File: config.mk
export PLATFORM = sky130hd
export DESIGN_NAME = array_loader
export DESIGN_NICKNAME = d
export VERILOG_FILES = /design/src/rtl/array_loader.sv
export SDC_FILE = /design/constraint.sdc
export NUM_CORES = 1
export LEC_CHECK = 0
export CAP_MARGIN = 20
export CORE_MARGIN = 4
export CORE_UTILIZATION = 50
export CTS_CLUSTER_SIZE = 20
export DETAILED_ROUTE_END_ITERATION = 10
export GPL_ROUTABILITY_DRIVEN = 0
export GPL_TIMING_DRIVEN = 0
export PLACE_DENSITY_LB_ADDON = 0.05
export SYNTH_ARGS = -nofsm -noshare
export SYNTH_HDL_FRONTEND = slang
export SYNTH_SLANG_ARGS = --single-unit
File: constraint.sdc
create_clock -name CLK -period 2.2 [get_ports CLK]
set_clock_uncertainty 0.2 [all_clocks]
set_input_delay 0.44 -clock CLK [delete_from_list [all_inputs] [get_ports CLK]]
set_output_delay 0.44 -clock CLK [all_outputs]
set_load 0.02 [all_outputs]
File: src/rtl/array_loader.sv
// Collects four switch values via debounced ENTER/DELETE buttons, presents them on X..W,
// then runs a START / DONE / CLR handshake with the bubble-sort controller.
module array_loader #(
   parameter logic [19:0] DEB_CNT = 20'd500000
) (
   input  logic       CLK,
   input  logic       RST_N,
   input  logic [3:0] SW,
   input  logic       BTN_ENT,
   input  logic       BTN_DEL,
   input  logic       DONE,
   input  logic       CLR,
   output logic [3:0] X,
   output logic [3:0] Y,
   output logic [3:0] Z,
   output logic [3:0] W,
   output logic [2:0] COUNT,
   output logic       FULL,
   output logic       START,
   output logic       BUSY
);

   typedef enum logic [2:0] {S_FILL, S_READY, S_GO, S_WAIT, S_HOLD} state_t;

   logic [3:0] sw_meta_reg, sw_sync_reg;
   logic [1:0] btn_raw, btn_meta_reg, btn_sync_reg;
   logic [1:0] ev;
   logic       ent_ev, del_ev, ent_only, del_only;

   state_t     state_reg, state_next;
   logic [3:0] slot_reg [4];
   logic [3:0] slot_next [4];
   logic [2:0] count_reg, count_next;
   logic       full_reg, start_reg, busy_reg;

   assign btn_raw = {BTN_DEL, BTN_ENT};

   always_ff @(posedge CLK) begin
      if (!RST_N) begin
         sw_meta_reg  <= '0;
         sw_sync_reg  <= '0;
         btn_meta_reg <= '0;
         btn_sync_reg <= '0;
      end else begin
         sw_meta_reg  <= SW;
         sw_sync_reg  <= sw_meta_reg;
         btn_meta_reg <= btn_raw;
         btn_sync_reg <= btn_meta_reg;
      end
   end

   // Bit 0 is ENTER, bit 1 is DELETE; each has its own counter and level.
   genvar gi;
   generate
      for (gi = 0; gi < 2; gi++) begin : g_deb
         logic [19:0] cnt_reg;
         logic        deb_reg, deb_prev_reg, ev_reg;

         always_ff @(posedge CLK) begin
            if (!RST_N) begin
               cnt_reg      <= '0;
               deb_reg      <= 1'b0;
               deb_prev_reg <= 1'b0;
               ev_reg       <= 1'b0;
            end else begin
               deb_prev_reg <= deb_reg;
               ev_reg       <= deb_reg & ~deb_prev_reg;
               if (btn_sync_reg[gi] == deb_reg) begin
                  cnt_reg <= '0;
               end else if (cnt_reg == DEB_CNT - 20'd1) begin
                  deb_reg <= btn_sync_reg[gi];
                  cnt_reg <= '0;
               end else begin
                  cnt_reg <= cnt_reg + 20'd1;
               end
            end
         end

         assign ev[gi] = ev_reg;
      end
   endgenerate

   assign ent_ev   = ev[0];
   assign del_ev   = ev[1];
   assign ent_only = ent_ev & ~del_ev;
   assign del_only = del_ev & ~ent_ev;

   always_comb begin
      state_next = state_reg;
      slot_next  = slot_reg;
      count_next = count_reg;
      case (state_reg)
         S_FILL: begin
            if (ent_only) begin
               slot_next[count_reg[1:0]] = sw_sync_reg;
               count_next = count_reg + 3'd1;
               if (count_reg == 3'd3) begin
                  state_next = S_READY;
               end
            end else if (del_only && count_reg != 3'd0) begin
               count_next = count_reg - 3'd1;
               slot_next[count_next[1:0]] = 4'h0;
            end
         end
         S_READY: begin
            if (ent_only) begin
               state_next = S_GO;
            end else if (del_only) begin
               state_next   = S_FILL;
               count_next   = 3'd3;
               slot_next[3] = 4'h0;
            end
         end
         S_GO: begin
            state_next = S_WAIT;
         end
         S_WAIT: begin
            if (DONE) begin
               state_next = S_HOLD;
            end
         end
         S_HOLD: begin
            if (CLR) begin
               state_next = S_FILL;
               count_next = 3'd0;
               for (int i = 0; i < 4; i++) begin
                  slot_next[i] = 4'h0;
               end
            end
         end
         default: begin
            state_next = S_FILL;
         end
      endcase
   end

   // Status outputs are flops loaded from the next state, so they align with it.
   always_ff @(posedge CLK) begin
      if (!RST_N) begin
         state_reg <= S_FILL;
         count_reg <= '0;
         full_reg  <= 1'b0;
         start_reg <= 1'b0;
         busy_reg  <= 1'b0;
         for (int i = 0; i < 4; i++) begin
            slot_reg[i] <= 4'h0;
         end
      end else begin
         state_reg <= state_next;
         slot_reg  <= slot_next;
         count_reg <= count_next;
         full_reg  <= (state_next == S_READY);
         start_reg <= (state_next == S_GO);
         busy_reg  <= (state_next == S_WAIT);
      end
   end

   assign X     = slot_reg[0];
   assign Y     = slot_reg[1];
   assign Z     = slot_reg[2];
   assign W     = slot_reg[3];
   assign COUNT = count_reg;
   assign FULL  = full_reg;
   assign START = start_reg;
   assign BUSY  = busy_reg;

endmodule
==> flow_metrics.tcl <==
set metrics [dict create \
    design_power_total_mw 2.77 \
    area_growth_pct 23.3 \
    power_leakage_nw 1.50 \
    drv.max_cap_violation_count 0 \
    netlist.area_leader.share_pct 48.0 \
    critical_path.endpoint_type "register" \
    clkTransAtPathRegs_ps 90 \
    clock_tree_from_tritoncts "yes" \
    setup_repair_after_global_routing_missed_its_margin "true" \
    floorplan_die_area_um2 8320 \
    period_share_pct 98.0 \
    multi_input_comb_area_um2 1820 \
    status "completed" \
    die_height_um 91.2 \
    numPlacedInstances 484 \
    core_area_um2 6760 \
    avgViaCountPerCell 5.35 \
    ctsHtreeMaxLevel 3 \
    postSynth.topFlopCell "sky130_fd_sc_hd__dfxtp_1" \
    placementRows 30 \
    synth-async-reset-ratio_pct 0 \
    power.ir.vdd_worst_mv 0.429 \
    total_negative_slack_for_setup_checks_ps 0 \
    criticalPathCategory "register to register" \
    non_filler_instances 504 \
    fin_nets 438 \
    grt.total_usage_pct 17.2 \
    worstPathMaxFanout 4 \
    timing_max_transition_violations_final 0 \
    overflow 0 \
    worst_hold_path_type "register to register" \
    data_required_time_at_the_worst_endpoint_ps 2250 \
    detail_route.drc_violations 0 \
    fillerInstances 573 \
    floorplan.initialDensity_pct 51.3 \
    max_slew.worst_pin.slew_ps 756 \
    ctsRootBufferMaster "sky130_fd_sc_hd__clkbuf_8" \
    final_period_minus_worst_setup_slack_ps 2160 \
    max_slew_margin_pct 49.2 \
    antenna_found_initial 0 \
    finalWirelength_mm 6.90 \
    cts_buffers 9 \
    synthesis.nets 392 \
    sequential_cell_area_um2 1670 \
    largest_register_ffs 40 \
    dr.pass1.iters 4 \
    grt_pass1_wl_mm 11.6 \
    fmax_mhz 464 \
    power_density_nw_per_um2 649 \
    ant_nets 0 \
    cp-start-kind "register" \
    synth_sequential_area_ratio_pct 48.0 \
    postSynthRegisterBits 83 \
    post_synth_inst_count 373 \
    route.vias.total 2698 \
    largest_net_degree_at_the_start_of_global_routing 16 \
    dp_hpwl_mm 4.72 \
    worst-endpoint-arrival_ps 2200 \
    report.final.setup_viol 0 \
    synth.yosys.warnings 0 \
    syn-cell-area_um2 3460 \
    clk-insertion-delay-late_ps 350 \
    avgSynthCellArea_um2 9.29 \
    cts-root-to-sink-buffers 2 \
    die-width_um 91.2 \
    clock_tree_sinks 83 \
    synth.lib_cells_used.distinct 45 \
    cts.hold.buffers_added 0 \
    antenna-diode-count 0 \
    synth_top_cells_by_area "sky130_fd_sc_hd__dfxtp_1 (48%), sky130_fd_sc_hd__nor2_1 (5.9%), sky130_fd_sc_hd__xor2_1 (5.8%), sky130_fd_sc_hd__xnor2_1 (4.0%), sky130_fd_sc_hd__nand3_1 (3.8%)" \
    pin_count 32 \
    layout-drive-gt1-share_pct 12.0 \
    first_global_vias 2501 \
    avgRoutedWirePerCell_um 13.7 \
    detailedRoute.firstIterationViolations 93 \
    synthDominantAreaCellType "sky130_fd_sc_hd__dfxtp_1" \
    count_of_flip_flops_with_a_built_in_enable_after_synthesis 0 \
    timing.final.hold_violations 0 \
    number_of_input_and_output_port_buffers_inserted 31 \
]
## metal layers
metal  up-vias  part of all wire (%)  GRT usage, %
li1       1396                     -             -
met1      1252                    51          24.3
met2        44                    45          25.3
met3         6                   3.6          4.23
met4         0                  0.77          6.78
met5         -                     0             0
## worst max-delay path, cell delays in order (launching register included)
cell	delay, ps
sky130_fd_sc_hd__dfxtp_4	360
sky130_fd_sc_hd__inv_2	60
sky130_fd_sc_hd__ha_4	170
sky130_fd_sc_hd__nor2b_1	130
sky130_fd_sc_hd__o21a_2	230
sky130_fd_sc_hd__o41ai_4	300
sky130_fd_sc_hd__buf_6	180
sky130_fd_sc_hd__o221ai_4	130
sky130_fd_sc_hd__a32o_1	290
## timing repair
| action | CTS | global route |
|---|---|---|
| endpoints found under the setup margin | 42 | 43 |
| setup buffers | 4 | 2 |
| pin swaps | 2 | 4 |
| resized for setup | 16 | 16 |
| hold endpoints to repair | 0 | 0 |
## report_power, final
group | leakage, nW | total, mW | switching [mW] | internal (mW)
Clock | 0.114 | 1.20 | 0.558 | 0.647
Sequential | 0.675 | 1.51 | 0.00513 | 1.51
Combinational | 0.715 | 0.0529 | 0.0264 | 0.0265
## area by class of cell
type                            count  share of cell area [%]
Buffer                             11                    1.55
Clock buffer                        9                    2.90
Clock inverter                      7                    2.34
Inverter                            7                   0.615
Multi-Input combinational cell    270                    42.6
Sequential cell                    83                    39.2
Tap cell                           80                    2.34
Timing Repair Buffer               37                    8.41
## cell families (layout without fill, tap and decap cells)
family / Yosys count / in the layout / share of synthesized area [%]
XOR/XNOR: 39 / 39 / 9.86
AO/OA/AOI/OAI: 41 / 41 / 9.53
AND/OR/NAND/NOR: 179 / 179 / 26.1
flip-flops: 83 / 83 / 48.0
adder cells (fa/ha/maj): 9 / 9 / 3.25
multiplexers: 2 / 2 / 0.578
buffers and inverters: 20 / 71 / 2.74
## stage by stage
step | utilization, % | hold WS (ps) | setup slack, ps | area, um^2
after floorplan | - | 167 | -14.3 | 3470
after global placement | 57.4 | 172 | -260 | 3880
after detailed placement | 57.4 | 172 | -309 | 3880
after CTS | 62.6 | 184 | 2.77 | 4230
after global routing | 63.2 | 197 | -47.2 | 4270
final | 63.2 | 185 | 43.5 | 4270
## final timing paths
check	endpoint	start	slack, ps	depth (start not counted)
min	ent_ev	g_deb[0].deb_prev_reg	180	1
min reg2reg	ent_ev	g_deb[0].deb_prev_reg	180	1
max reg2reg	Y[0]	COUNT[1]	40	8
max	Y[0]	COUNT[1]	40	8
## cells in the mapped netlist, types with 3 or more instances
library cell and n:
sky130_fd_sc_hd__dfxtp_1 83, sky130_fd_sc_hd__nor2_1 54, sky130_fd_sc_hd__nand2_1 28, sky130_fd_sc_hd__nand3_1 26
sky130_fd_sc_hd__xor2_1 23, sky130_fd_sc_hd__xnor2_1 16, sky130_fd_sc_hd__and2_1 15, sky130_fd_sc_hd__and3_1 15
sky130_fd_sc_hd__a32o_1 12, sky130_fd_sc_hd__clkbuf_1 9, sky130_fd_sc_hd__ha_1 9, sky130_fd_sc_hd__a21oi_1 7
sky130_fd_sc_hd__inv_1 7, sky130_fd_sc_hd__nand4_1 7, sky130_fd_sc_hd__nor2b_1 7, sky130_fd_sc_hd__nor3_1 7
sky130_fd_sc_hd__o22ai_1 5, sky130_fd_sc_hd__nand2b_1 4, sky130_fd_sc_hd__and4_1 3, sky130_fd_sc_hd__o21a_1 3
sky130_fd_sc_hd__o221ai_1 3
## cell usage in the layout (no fill, tap or decap), types with 2 or more instances in the layout
cell type	instances
sky130_fd_sc_hd__dfxtp_1	77
sky130_fd_sc_hd__nor2_1	54
sky130_fd_sc_hd__clkdlybuf4s50_1	31
sky130_fd_sc_hd__nand2_1	28
sky130_fd_sc_hd__nand3_1	26
sky130_fd_sc_hd__xor2_1	23
sky130_fd_sc_hd__xnor2_1	16
sky130_fd_sc_hd__and3_1	15
sky130_fd_sc_hd__and2_1	15
sky130_fd_sc_hd__a32o_1	12
sky130_fd_sc_hd__clkbuf_8	9
sky130_fd_sc_hd__nand4_1	7
sky130_fd_sc_hd__nor2b_1	7
sky130_fd_sc_hd__a21oi_1	7
sky130_fd_sc_hd__clkbuf_1	6
sky130_fd_sc_hd__nor3_1	6
sky130_fd_sc_hd__ha_1	6
sky130_fd_sc_hd__inv_1	5
sky130_fd_sc_hd__o22ai_1	5
sky130_fd_sc_hd__buf_4	5
sky130_fd_sc_hd__buf_6	4
sky130_fd_sc_hd__dfxtp_2	4
sky130_fd_sc_hd__nand2b_1	3
sky130_fd_sc_hd__o221ai_4	3
sky130_fd_sc_hd__and4_1	3
sky130_fd_sc_hd__clkinv_4	3
sky130_fd_sc_hd__dfxtp_4	2
sky130_fd_sc_hd__inv_2	2
sky130_fd_sc_hd__nor4b_1	2
sky130_fd_sc_hd__clkbuf_2	2
sky130_fd_sc_hd__nor4_1	2
sky130_fd_sc_hd__mux2i_1	2
sky130_fd_sc_hd__o21ai_0	2
sky130_fd_sc_hd__o21a_1	2
sky130_fd_sc_hd__ha_2	2
sky130_fd_sc_hd__bufinv_16	2
Note: power is estimated with default switching activity, not from simulation.
